### src/rtl/scl_stall_pkg.sv
// Shared types and defaults for the SCL stall engine.
package scl_stall_pkg;

   typedef enum logic [1:0] {
      ST_IDLE  = 2'd0,
      ST_STALL = 2'd1,
      ST_DONE  = 2'd2
   } stall_state_t;

   localparam int DEF_N_REQ = 2;
   localparam int DEF_CNT_W = 8;

   // Width of a binary requester index; never less than one bit.
   function automatic int idx_width(input int n);
      return (n > 1) ? $clog2(n) : 1;
   endfunction

endpackage

### src/rtl/stall_arbiter.sv
// Fixed-priority selector: lowest-index active request wins.
module stall_arbiter #(
   parameter int N_REQ = 2,
   parameter int IDX_W = 1
) (
   input  logic [N_REQ-1:0] req,
   output logic [N_REQ-1:0] gnt,
   output logic [IDX_W-1:0] idx,
   output logic             any
);

   // Scan from the top down so the lowest set bit is the last one written.
   always_comb begin
      gnt = '0;
      idx = '0;
      any = 1'b0;
      for (int i = N_REQ - 1; i >= 0; i--) begin
         if (req[i]) begin
            gnt    = '0;
            gnt[i] = 1'b1;
            idx    = IDX_W'(i);
            any    = 1'b1;
         end
      end
   end

endmodule

### src/rtl/scl_stall_engine.sv
// SCL clock-stretch engine: grants one requester at a time and holds SCL
// low for the requested number of cycles, with abort and completion pulses.
//
// Handshake: i_req[k] is a level held until o_gnt[k] pulses; the requester
// drops it the following cycle. Requests and counts are only looked at in
// IDLE, and the winning count is latched on the grant edge.
module scl_stall_engine
   import scl_stall_pkg::*;
#(
   parameter int N_REQ = DEF_N_REQ,
   parameter int CNT_W = DEF_CNT_W
) (
   input  logic                   i_stall_clk,
   input  logic                   i_stall_rst_n,
   input  logic [N_REQ-1:0]       i_req,
   input  logic [N_REQ*CNT_W-1:0] i_cycles,
   input  logic                   i_abort,
   output logic [N_REQ-1:0]       o_gnt,
   output logic                   o_scl_stall,
   output logic [N_REQ-1:0]       o_done,
   output logic                   o_aborted,
   output logic                   o_busy,
   output logic [CNT_W-1:0]       o_remaining,
   output logic [1:0]             dbg_state
);

   localparam int IDX_W = idx_width(N_REQ);

   stall_state_t     state_q, state_d;
   logic [IDX_W-1:0] id_q, id_d;
   logic [CNT_W-1:0] rem_q, rem_d;
   logic             zero_q, zero_d;
   logic [N_REQ-1:0] gnt_q, gnt_d;
   logic [N_REQ-1:0] done_q, done_d;
   logic             aborted_q, aborted_d;
   logic             stall_q, stall_d;
   logic             busy_q, busy_d;

   logic [N_REQ-1:0] arb_gnt;
   logic [IDX_W-1:0] arb_idx;
   logic             arb_any;
   logic [CNT_W-1:0] sel_cnt;

   stall_arbiter #(
      .N_REQ (N_REQ),
      .IDX_W (IDX_W)
   ) u_arb (
      .req (i_req),
      .gnt (arb_gnt),
      .idx (arb_idx),
      .any (arb_any)
   );

   // Pick the count slice belonging to the arbitration winner.
   always_comb begin
      sel_cnt = '0;
      for (int k = 0; k < N_REQ; k++) begin
         if (arb_gnt[k]) sel_cnt = i_cycles[k*CNT_W +: CNT_W];
      end
   end

   // Next-state and registered-output computation.
   // A zero-count grant spends its grant cycle in DONE with zero_q set, and
   // pulses o_done on the following cycle so grant and done never overlap.
   always_comb begin
      state_d   = state_q;
      id_d      = id_q;
      rem_d     = rem_q;
      zero_d    = zero_q;
      gnt_d     = '0;
      done_d    = '0;
      aborted_d = 1'b0;
      case (state_q)
         ST_IDLE: begin
            if (arb_any) begin
               gnt_d = arb_gnt;
               id_d  = arb_idx;
               rem_d = sel_cnt;
               if (sel_cnt == '0) begin
                  state_d = ST_DONE;
                  zero_d  = 1'b1;
               end else begin
                  state_d = ST_STALL;
               end
            end
         end
         ST_STALL: begin
            if (i_abort) begin
               state_d   = ST_IDLE;
               rem_d     = '0;
               aborted_d = 1'b1;
            end else if (rem_q == CNT_W'(1)) begin
               state_d = ST_DONE;
               rem_d   = '0;
               done_d  = N_REQ'(1) << id_q;
            end else begin
               rem_d = rem_q - CNT_W'(1);
            end
         end
         ST_DONE: begin
            if (zero_q) begin
               zero_d = 1'b0;
               done_d = N_REQ'(1) << id_q;
            end else begin
               state_d = ST_IDLE;
            end
         end
         default: state_d = ST_IDLE;
      endcase
      stall_d = (state_d == ST_STALL);
      busy_d  = (state_d != ST_IDLE);
   end

   // State and output registers, cleared asynchronously.
   always_ff @(posedge i_stall_clk or negedge i_stall_rst_n) begin
      if (!i_stall_rst_n) begin
         state_q   <= ST_IDLE;
         id_q      <= '0;
         rem_q     <= '0;
         zero_q    <= 1'b0;
         gnt_q     <= '0;
         done_q    <= '0;
         aborted_q <= 1'b0;
         stall_q   <= 1'b0;
         busy_q    <= 1'b0;
      end else begin
         state_q   <= state_d;
         id_q      <= id_d;
         rem_q     <= rem_d;
         zero_q    <= zero_d;
         gnt_q     <= gnt_d;
         done_q    <= done_d;
         aborted_q <= aborted_d;
         stall_q   <= stall_d;
         busy_q    <= busy_d;
      end
   end

   assign o_gnt       = gnt_q;
   assign o_done      = done_q;
   assign o_aborted   = aborted_q;
   assign o_scl_stall = stall_q;
   assign o_busy      = busy_q;
   assign o_remaining = rem_q;
   assign dbg_state   = state_q;

endmodule

### config.mk
export PLATFORM = sky130hd
export DESIGN_NAME = scl_stall_engine
export DESIGN_NICKNAME = d
export VERILOG_FILES = /design/src/rtl/scl_stall_pkg.sv /design/src/rtl/stall_arbiter.sv /design/src/rtl/scl_stall_engine.sv
export SDC_FILE = /design/constraint.sdc
export NUM_CORES = 1
export LEC_CHECK = 0
export BUFFER_PORTS_ARGS = -buffer_cell sky130_fd_sc_hd__buf_2
export CAP_MARGIN = 5
export CORE_ASPECT_RATIO = 2
export CORE_UTILIZATION = 30
export DETAILED_ROUTE_END_ITERATION = 8
export GPL_TIMING_DRIVEN = 1
export HOLD_SLACK_MARGIN = 0.06
export PLACE_DENSITY = 0.54
export SETUP_SLACK_MARGIN = 0.5
export SYNTH_ARGS = -nofsm -noshare
export SYNTH_HDL_FRONTEND = slang
export SYNTH_SLANG_ARGS = --single-unit
### constraint.sdc
create_clock -name i_stall_clk -period 2.29 [get_ports i_stall_clk]
set_clock_uncertainty 0.2 [all_clocks]
set_input_delay 0.3435 -clock i_stall_clk [delete_from_list [all_inputs] [get_ports i_stall_clk]]
set_output_delay 0.3435 -clock i_stall_clk [all_outputs]
set_load 0.05 [all_outputs]
==> results.ini, run 1 <==
[placed_design]
io_buffers=37
dp_hpwl_um=2950
routabilityCongestion=0.818

[clocking]
insertion_delay_ns=0.26
clkTransAtPathRegs_ns=0.07
clock_path_buffers=2
cts_tree=yes
cts-root-buf=clkbuf_8
numCtsBuffers=3
cts.sinks=19
h-tree-depth=1

[worst_setup_path]
cp.buffers_inverters=2
arrival_ns=1.86
cp_num_cells=7
reg2reg_depth=7
path_cells=inv_4 -> ha_4 -> or3b_4 -> buf_4 -> o21a_4 -> o221a_2 -> a21oi_1
crit_slowest_cell=dfrtp_2
path_max_fanout=7
crit_family=flip-flops
cp-end-kind=flop
start_kind=flop
required_ns=2.27
critPathMaxStageDelay_ns=0.44
crit_type=reg2reg

[pwr]
powerDensity_nw_per_um2=1590
total_power_w=0.00297
ir_worst_vdd_mv=0.710
leakage_nw=0.836

[hold_path]
hold_class=in2reg
holdPathStages=2

[route]
drtIter0Drc=28
vias=1337
drc=0
routed_wl_um=4080
firstDrtPassIters=4
vias_per_cell=5.50
antenna_left=0
wl_per_cell_um=16.8

[timing]
rsz0062_at_grt=yes
max_freq_mhz=534
slew_headroom_pct=70.6
min_period_over_period_pct=81.8
period_needed_ns=1.87
slew_violations=0
timing_hold_violations_final=0
worst_pin_slew_ns=0.442
setup_viol=0
tns_ns=0

[layout]
fillerInstances=409
seqCellArea_um2=488
multiInputGateArea_um2=870
drive_gt1_share_pct=53.1
fin_nets=220
areaGrowthSynthToFinish_pct=50.9
diodes=0

[synthesis]
synth_seq_cells=19
syn-num-nets=159
syn_inst=132
synth_cell_types=45
synth-main-ff-cell=dfrtp_1
synth_edf_count=0
synthArstFlopShare_pct=100
postSynthAreaPerCell_um2=9.38
yosysSeqAreaShare_pct=38.4
ys_warn_count=0
syn-cell-area_um2=1240

[floorplanning]
ios=38
initial_utilization_pct=31.9
die_h_um=92.9
die_width_um=47.4
core_area_um2=3880
num_rows=32
die_area_um2=4410

[global_routing]
antenna_found_initial=0
grt-ovfl-total=0
grt_pass1_vias=1393
grt_start_max_net_pins=20
grt_pass1_wl_um=6590
grtUsageTotal_pct=20.9

[run]
max-cap-violations=0

[outcome]
outcome=complete, no violations

## synthesized netlist by cell type, types with 2 or more instances
cell | instances | area share [%]
o21ai_0 | 4 | 1.6
clkbuf_1 | 3 | 0.91
o31ai_1 | 3 | 1.8
nand2_1 | 8 | 2.4
dfrtp_1 | 19 | 38
a21boi_1 | 2 | 1.2
ha_1 | 6 | 6.1
o21ai_1 | 3 | 1.2
a22o_1 | 3 | 2.1
a21oi_1 | 12 | 4.8
a21o_1 | 2 | 1.2
and2_1 | 3 | 1.5
nor2_1 | 7 | 2.1
or3b_1 | 2 | 1.4
a22oi_1 | 6 | 3.6
o32ai_1 | 2 | 1.4
nand2b_1 | 3 | 1.5
nor4_1 | 6 | 3.0
inv_1 | 10 | 3.0
nor3_1 | 3 | 1.2
## final cells by class
class	count	area share, %
timing repair buffer	60	19.3
clock buffer	4	2.41
tap	51	3.41
multi-input combinational	99	46.5
sequential	19	26.1
inverter	10	2.28
## cell families (layout without fill, tap and decap cells)
kind of cell | after synthesis | count (layout) | share of synthesized area, %
adders and majority gates | 6 | 6 | 6.06
and+or+nand+nor | 41 | 41 | 19.5
buffers and inverters | 14 | 74 | 4.55
DFF | 19 | 19 | 38.4
AOI/OAI and AO/OA | 52 | 52 | 31.5
## layer usage
layer	track usage [%]	part of all wire (%)	vias up
li1	-	-	627
met1	22.4	36	660
met2	37.7	58	41
met3	1.75	2.7	9
met4	9.76	3.1	0
met5	0	0	-
## cell usage in the layout (no fill, tap or decap), types with 6 or more instances in the layout
cell / Yosys / final
buf_2: 0 / 37
dfrtp_2: 0 / 10
nand2_1: 8 / 7
a22oi_1: 6 / 6
buf_4: 1 / 22
nor2_1: 7 / 7
inv_1: 10 / 6
dfrtp_1: 19 / 9
a21oi_1: 12 / 9
nor4_1: 6 / 6
## flip-flops by register name, indices dropped and copies added, names as in the netlist
| name | flops |
|---|---|
| o_remaining | 8 |
| dbg_state | 2 |
| o_done | 2 |
| o_gnt | 2 |
| id_q | 1 |
| o_aborted | 1 |
| o_busy | 1 |
| o_scl_stall | 1 |
| zero_q | 1 |
## report_power, final
group	switching, W	internal [W]
Sequential	0.000166	0.000492
Clock	0.000120	0.000124
Combinational	0.00124	0.000835
Total	0.00152	0.00145
## stage by stage
step                      hold WS [ns]  area [µm²]  setup slack (ns)  util (%)  cells
final                            0.224        1870             0.416      48.1    243
after global routing             0.231        1870             0.343      48.1    243
after CTS                        0.229        1810             0.424      46.6    239
after detailed placement         0.121        1600             0.225      41.2    217
after global placement           0.119        1600             0.281      41.2    217
after floorplan                 -0.152        1360             0.386         -    132
## final timing paths
kind,start,to,slack [ns]
setup / recovery,dbg_state[1]$_DFF_PN0_,o_remaining[0]$_DFFE_PN0P_,0.42
hold reg to reg,id_q$_DFFE_PN0P_,o_done[0]$_DFF_PN0_,0.23
min in group asynchronous,i_stall_rst_n,o_busy$_DFF_PN0_,0.36
max in group asynchronous,i_stall_rst_n,o_remaining[6]$_DFFE_PN0P_,1.20
setup reg to reg,dbg_state[1]$_DFF_PN0_,o_remaining[0]$_DFFE_PN0P_,0.42
hold / removal,i_abort,o_aborted$_DFF_PN0_,0.22
## what timing repair did
item	CTS	global route
endpoints found under the setup margin	12	14
gates resized for setup	5	8
endpoints found under the hold margin	19	0
buffers inserted	17	4
cloned	0	0
pin swaps	4	2
hold buffers	1	0
No activity file was read; power rests on OpenSTA's default activity.
==> inputs of run 2 (changes only) <==
--- a/config.mk
+++ b/config.mk
@@ -5,6 +5,7 @@
 export SDC_FILE = /design/constraint.sdc
 export NUM_CORES = 1
 export LEC_CHECK = 0
+export ABC_AREA = 1
 export BUFFER_PORTS_ARGS = -buffer_cell sky130_fd_sc_hd__buf_2
 export CAP_MARGIN = 5
 export CORE_ASPECT_RATIO = 2
@@ -12,7 +13,7 @@
 export DETAILED_ROUTE_END_ITERATION = 8
 export GPL_TIMING_DRIVEN = 1
 export HOLD_SLACK_MARGIN = 0.06
-export PLACE_DENSITY = 0.54
+export PLACE_DENSITY = 0.56
 export SETUP_SLACK_MARGIN = 0.5
 export SYNTH_ARGS = -nofsm -noshare
 export SYNTH_HDL_FRONTEND = slang
==> constraint.sdc (replaced) <==
create_clock -name i_stall_clk -period 1.6 [get_ports i_stall_clk]
set_clock_uncertainty 0.2 [all_clocks]
set_input_delay 0.24 -clock i_stall_clk [delete_from_list [all_inputs] [get_ports i_stall_clk]]
set_output_delay 0.24 -clock i_stall_clk [all_outputs]
set_load 0.05 [all_outputs]
==> results.ini, run 2 <==
[outcome]
outcome=finished, violations left
violations=negative setup slack

[layout]
areaGrowthSynthToFinish_pct=68.6
utilization_pct=52.8  ; +4.7 points
multiInputGateArea_um2=788  ; -9.4%
largest_register_ffs=8  ; unchanged
drive_gt1_share_pct=55.1  ; +1.9 points
fin_nets=275  ; +25%
diodes=0  ; unchanged
layout_common_cells=nand2_1 (47), buf_6 (25), buf_2 (20)
mostFrequentLayoutCell=nand2_1
seqCellArea_um2=485  ; -0.51%
fillerInstances=378  ; -7.6%

[pwr]
p_int_w=0.00236  ; +63%
switchingPower_w=0.00206  ; +35%
p_clk_share_pct=7.9  ; -0.3 points
switching_share_pct=46.6  ; -4.6 points
leakage_nw=1.09  ; +30%
seq_power_share_pct=19.0  ; -3.1 points
ir_worst_vdd_mv=0.901  ; +27%
combPwrFrac_pct=73.1  ; +3.4 points
powerDensity_nw_per_um2=2050  ; +29%

[run]
max-cap-violations=0  ; unchanged

[placed_design]
place_ws_ns=-0.0207  ; -0.246 ns
io_buffers=37  ; unchanged
routabilityCongestion=0.826  ; +1.0%
dp_hpwl_um=2580  ; -13%

[global_routing]
grt_busiest_layer=met2
use_met3_pct=1.91  ; +0.16 points
grt_pass1_wl_um=5250  ; -20%
grtUsageTotal_pct=16.1  ; -4.8 points
use_met1_pct=16.7  ; -5.7 points
grt-ovfl-total=0  ; unchanged
grtUsageMet2_pct=29.3  ; -8.3 points
antenna_found_initial=0  ; unchanged
grt_pass1_vias=1248  ; -10%
grt_start_max_net_pins=20  ; unchanged

[timing]
rsz0062_at_grt=yes
setup_viol=5  ; +5
min_period_over_period_pct=103  ; +21 points
slew_violations=0  ; unchanged
timing_hold_violations_final=0  ; unchanged
slew_headroom_pct=70.7  ; +0.11 points
fin_ws_ns=-0.0490  ; -0.465 ns
tns_ns=-0.141  ; -0.141 ns
max_freq_mhz=606  ; +14%
worst_pin_slew_ns=0.440  ; -0.00158 ns
period_needed_ns=1.65  ; -0.225 ns

[synthesis]
synth_edf_count=0  ; unchanged
postSynthAreaPerCell_um2=7.45  ; -21%
synth_cell_types=24  ; -47%
ys_warn_count=0  ; unchanged
synth_seq_cells=19  ; unchanged
yosysSeqAreaShare_pct=37.1  ; -1.3 points
syn_inst=172  ; +30%
syn-num-nets=199  ; +25%
synthTopCellsByCount=nand2_1 (58), inv_1 (20), dfrtp_1 (19)
yosysMostFrequentCell=nand2_1
syn-cell-area_um2=1280  ; +3.4%
synth_area_leaders=dfrtp_1 (37%), nand2_1 (17%), ha_1 (5.9%), inv_1 (5.9%), nor2_1 (5.0%)
synthArstFlopShare_pct=100  ; unchanged
yosys.area.top_type=dfrtp_1
synth-main-ff-cell=dfrtp_1
synth_top_area_share_pct=37.1  ; -1.3 points

[worst_setup_path]
crit_type=reg2reg
arrival_ns=1.61  ; -0.25 ns
reg2reg_from=o_remaining[2]$_DFFE_PN0P_
cp-end-kind=flop
reg2reg_depth=9  ; +2
path_max_fanout=3  ; -4
start_kind=flop
required_ns=1.56  ; -0.71 ns
reg2reg_setup_slack_ns=-0.05  ; -0.46 ns
r2r_end=o_busy$_DFF_PN0_

[hold_path]
hold_end=o_gnt[1]$_DFF_PN0_
holdPathStages=4  ; +2
hold_class=in2reg
holdCritStartpoint=i_req[0]

[clocking]
cts_tree=yes
clock_path_buffers=2  ; unchanged
h-tree-depth=1  ; unchanged
numCtsBuffers=3  ; unchanged
insertion_delay_ns=0.26  ; about the same
clkTransAtPathRegs_ns=0.08  ; about the same
cts.sinks=19  ; unchanged
cts-root-buf=clkbuf_8

[floorplanning]
core_area_um2=4090  ; +5.3%
die_h_um=94.4  ; +1.7%
initial_utilization_pct=31.3  ; -0.55 points
die_area_um2=4550  ; +3.3%
ios=38  ; unchanged
num_rows=33  ; +3.1%
die_width_um=48.2  ; +1.6%

[route]
routed_wl_um=3510  ; -14%
firstDrtPassIters=4  ; unchanged
drc=0  ; unchanged
drtIter0Drc=20  ; -29%
antenna_left=0  ; unchanged
vias=1386  ; +3.7%
wl_per_cell_um=11.7  ; -30%
vias_per_cell=4.64  ; -16%

-- run 2: cell types whose count changed in the layout (fill, tap and decap cells not counted), sizes merged, moves of 6 or more --
cell   previous run  this run
a21oi            12         6
a22oi             6         0
buf              59        72
inv              10        24
nand2             8        61
nand3             0        14
nor2              7        22
nor4              7         0
-- run 2: per-layer routing --
metal	share of wire, %	routed length (µm)	vias up
met2	60	2120	44
met4	2.6	92	0
met5	0	0	-
li1	-	-	686
met1	34	1180	643
met3	3.3	114	13
-- run 2: worst max-delay path: stages (launching register included) --
cell,delay (ns)
dfrtp_2,0.40
or2_4,0.25
nor2_4,0.15
nand4_4,0.11
nand2_2,0.11
nand2_2,0.06
nand2_2,0.06
nand2_2,0.05
nand2_2,0.08
nand2_2,0.06
-- run 2: worst max-delay path by stage --
stage / endpoint / slack [ns] / startpoint
2_1_floorplan: o_remaining[7]$_DFFE_PN0P_ / -0.10 / dbg_state[0]$_DFF_PN0_
3_3_place_gp: o_remaining[3]$_DFFE_PN0P_ / -0.006 / dbg_state[0]$_DFF_PN0_
3_5_place_dp: o_remaining[3]$_DFFE_PN0P_ / -0.02 / dbg_state[0]$_DFF_PN0_
4_1_cts: o_busy$_DFF_PN0_ / -0.008 / o_remaining[2]$_DFFE_PN0P_
5_1_grt: o_busy$_DFF_PN0_ / -0.11 / o_remaining[2]$_DFFE_PN0P_
6_report: o_busy$_DFF_PN0_ / -0.05 / o_remaining[2]$_DFFE_PN0P_
-- run 2: power groups by stage --
stage	combinational (W)	sequential [W]	clock, W
after floorplan	0.00101	0.00141	0
after global placement	0.00219	0.000815	0
final	0.00324	0.000842	0.000349
after global routing	0.00345	0.000859	0.000377
after CTS	0.00284	0.000835	0.000348
after detailed placement	0.00221	0.000815	0
-- run 2: final cells by class --
cell class	count	area share, %
Clock inverter	1	0.232
Tap cell	52	3.01
Sequential cell	19	22.5
Clock buffer	3	1.91
Timing Repair Buffer	74	31.3
Multi-Input combinational cell	126	36.5
Inverter	24	4.52
-- run 2: kinds of logic (layout without fill, tap and decap cells) --
kind of cell | after synthesis | after routing | share of synthesized area (%)
DFF | 19 | 19 | 37.1
and+or+nand+nor | 100 | 100 | 35.7
adders and majority gates | 6 | 6 | 5.86
AOI/OAI and AO/OA | 17 | 17 | 9.28
xor gates and xnor gates | 3 | 3 | 2.05
buffers and inverters | 27 | 102 | 9.96
-- run 2: repair_timing --
item                                   in CTS  in global routing
setup buffers                              10                  6
gates cloned                                0                  0
endpoints found under the hold margin      20                  0
resized for setup                          61                 33
setup endpoints to repair                  35                 36
hold buffers                                2                  0
pin swaps                                   2                  8
-- run 2: stage by stage --
| stage | std cells | hold WS [ns] | instance area (µm²) | total power, W |
|---|---|---|---|---|
| 3_5_place_dp | 277 | 0.00693 | 1660 | 0.00302 |
| 3_3_place_gp | 277 | 0.0110 | 1660 | 0.00301 |
| 2_1_floorplan | 172 | -0.256 | 1310 | 0.00241 |
| 5_1_grt | 299 | 0.157 | 2160 | 0.00469 |
| 6_report | 299 | 0.141 | 2160 | 0.00443 |
| 4_1_cts | 293 | 0.159 | 1990 | 0.00402 |
==> inputs of run 3 (changes only) <==
--- a/config.mk
+++ b/config.mk
@@ -8,12 +8,14 @@
 export ABC_AREA = 1
 export BUFFER_PORTS_ARGS = -buffer_cell sky130_fd_sc_hd__buf_2
 export CAP_MARGIN = 5
+export CELL_PAD_IN_SITES_DETAIL_PLACEMENT = 1
+export CELL_PAD_IN_SITES_GLOBAL_PLACEMENT = 1
 export CORE_ASPECT_RATIO = 2
 export CORE_UTILIZATION = 30
 export DETAILED_ROUTE_END_ITERATION = 8
 export GPL_TIMING_DRIVEN = 1
 export HOLD_SLACK_MARGIN = 0.06
-export PLACE_DENSITY = 0.56
+export PLACE_DENSITY = 0.73
 export SETUP_SLACK_MARGIN = 0.5
 export SYNTH_ARGS = -nofsm -noshare
 export SYNTH_HDL_FRONTEND = slang
==> results.ini, run 3 (same netlist as run 2, synthesis figures left out) <==
[outcome]
outcome=finished, violations left
violations=negative setup slack

[global_routing]
grt_pass1_wl_um=6580  ; +25%
grt-ovfl-total=0  ; unchanged
antenna_found_initial=0  ; unchanged
grtUsageTotal_pct=20.4  ; +4.3 points
grt_pass1_vias=1432  ; +15%
grt_start_max_net_pins=20  ; unchanged

[pwr]
leakage_nw=1.09  ; about the same
total_power_w=0.00448  ; +1.3%
p_clk_share_pct=7.7  ; -0.2 points
powerDensity_nw_per_um2=2070  ; +1.2%
seq_power_share_pct=18.8  ; -0.2 points
p_int_w=0.00235  ; -0.43%
switching_share_pct=47.6  ; +0.91 points
combPwrFrac_pct=73.6  ; +0.5 points
ir_worst_vdd_mv=1.08  ; +20%
switchingPower_w=0.00213  ; +3.3%

[worst_setup_path]
r2r_end=o_done[1]$_DFF_PN0_
path_max_fanout=4  ; +1
reg2reg_from=dbg_state[1]$_DFF_PN0_
start_kind=flop
path_cells=inv_4 -> ha_4 -> inv_4 -> nor2_4 -> inv_2 -> o21ai_1 -> nand2_1 -> nor2_1
crit_family=flip-flops
reg2reg_setup_slack_ns=-0.07  ; -0.02 ns
crit_type=reg2reg
required_ns=1.59  ; +0.03 ns
cp-end-kind=flop
critPathMaxStageDelay_ns=0.43  ; +0.03 ns
cp.buffers_inverters=3  ; +3
cp_common_cell=inv_4
arrival_ns=1.66  ; +0.05 ns
crit_slowest_cell=dfrtp_2
reg2reg_depth=8  ; -1
crit_start=dbg_state[1]$_DFF_PN0_

[timing]
min_period_over_period_pct=104  ; +1.2 points
fin_ws_ns=-0.0683  ; -0.0194 ns
rsz0062_at_grt=yes
slew_violations=0  ; unchanged
period_needed_ns=1.67  ; +0.0194 ns
slew_headroom_pct=69.6  ; -1.0 points
timing_hold_violations_final=0  ; unchanged
holdWs_ns=0.158  ; +0.0176 ns
worst_pin_slew_ns=0.456  ; +0.0156 ns
setup_viol=9  ; +4
max_freq_mhz=599  ; -1.2%

[floorplanning]
core_area_um2=4090  ; unchanged
die_width_um=48.2  ; unchanged
ios=38  ; unchanged
die_h_um=94.4  ; unchanged
initial_utilization_pct=31.3  ; unchanged
die_area_um2=4550  ; unchanged
num_rows=33  ; unchanged

[layout]
fillerInstances=496  ; +31%
areaGrowthSynthToFinish_pct=68.7
mostFrequentLayoutCell=nand2_1
drive_gt1_share_pct=54.8  ; -0.22 points
finish.instance_area_um2=2160  ; +0.12%
fin_nets=276  ; +0.36%
largest_register_ffs=8  ; unchanged
stdcell_count=300  ; +0.33%
layout_common_cells=nand2_1 (50), buf_4 (25), buf_2 (20)
diodes=0  ; unchanged

[clocking]
cts-root-buf=clkbuf_8
clock_path_buffers=2  ; unchanged
numCtsBuffers=3  ; unchanged
insertion_delay_ns=0.26  ; about the same
clkTransAtPathRegs_ns=0.07  ; about the same
h-tree-depth=1  ; unchanged
cts.sinks=19  ; unchanged
cts_tree=yes

[placed_design]
place_area_um2=1650  ; -0.90%
io_buffers=37  ; unchanged
place_ws_ns=-0.0586  ; -0.0379 ns
dp_hpwl_um=2900  ; +12%
routabilityCongestion=0.845  ; +2.3%
placedCellCount=275  ; -0.72%

[route]
drc=0  ; unchanged
vias_per_cell=4.63  ; -0.19%
drtIter0Drc=13  ; -35%
antenna_left=0  ; unchanged
wl_per_cell_um=14.0  ; +19%
vias=1388  ; +0.14%
routed_wl_um=4200  ; +20%
firstDrtPassIters=4  ; unchanged

[hold_path]
holdCritStartpoint=i_cycles[2]
hold_end=o_remaining[2]$_DFFE_PN0P_
hold_class=in2reg
holdPathStages=5  ; +1

[run]
max-cap-violations=0  ; unchanged

==> run 3: changes by cell type in the layout (fill, tap and decap cells not counted), moves of 3 or more <==
| cell | previous run | this run |
|---|---|---|
| nand2_1 | 47 | 50 |
| nand2_2 | 13 | 10 |
| buf_6 | 25 | 17 |
| buf_4 | 18 | 25 |
| nor2_1 | 10 | 13 |
| inv_1 | 13 | 10 |
| nor2_2 | 8 | 4 |
| o21ai_1 | 5 | 2 |
==> run 3: repair_timing <==
item                       4_1_cts  5_1_grt
gates cloned                     1        0
pin swaps                        9        5
setup buffers                   13        5
setup endpoints to repair       34       36
gates resized for setup         70       18
hold buffers                     2        0
hold endpoints to repair        20        0
==> run 3: per-layer routing <==
metal  part of all wire [%]  track usage, %
met1                     33            20.1
met2                     62            38.3
met3                    1.7            1.91
met4                    3.3            9.49
met5                      0               0
==> run 3: worst max path at each step <==
stage / to / cells after the start / slack [ns]
4_1_cts: o_busy$_DFF_PN0_ / 9 / -0.04
3_3_place_gp: o_busy$_DFF_PN0_ / 12 / -0.06
6_report: o_done[1]$_DFF_PN0_ / 8 / -0.07
5_1_grt: o_busy$_DFF_PN0_ / 9 / -0.09
2_1_floorplan: o_remaining[7]$_DFFE_PN0P_ / 8 / -0.10
3_5_place_dp: o_busy$_DFF_PN0_ / 12 / -0.06
==> run 3: final cells by class <==
type	count	area, µm²	share of cell area [%]
multi-input combinational	126	783	36.2
timing repair buffer	75	682	31.5
sequential	19	485	22.5
inverter	24	100	4.63
tap	52	65.1	3.01
clock buffer	3	41.3	1.91
clock inverter	1	5.00	0.231
==> run 3: metrics by stage <==
stage | utilization (%) | TNS [ns]
final | 52.9 | -0.191
after global routing | 52.9 | -1.06
after floorplan | - | -1.00
after detailed placement | 40.3 | -0.435
after CTS | 51.0 | -0.0923
after global placement | 40.3 | -0.147
==> run 3: power groups by stage <==
| stage | Clock, W | Combinational (W) | Sequential (W) |
|---|---|---|---|
| finish | 0.000344 | 0.00330 | 0.000841 |
| global route | 0.000369 | 0.00353 | 0.000863 |
| detailed placement | 0 | 0.00218 | 0.000818 |
| CTS | 0.000354 | 0.00307 | 0.000829 |
| global placement | 0 | 0.00214 | 0.000802 |
| floorplan | 0 | 0.00101 | 0.00141 |
==> run 3: worst reg2reg max path, cell delays in order, from the launching register on <==
cell,delay [ns]
dfrtp_2,0.43
inv_4,0.09
ha_4,0.15
inv_4,0.05
nor2_4,0.16
inv_2,0.08
o21ai_1,0.23
nand2_1,0.11
nor2_1,0.11
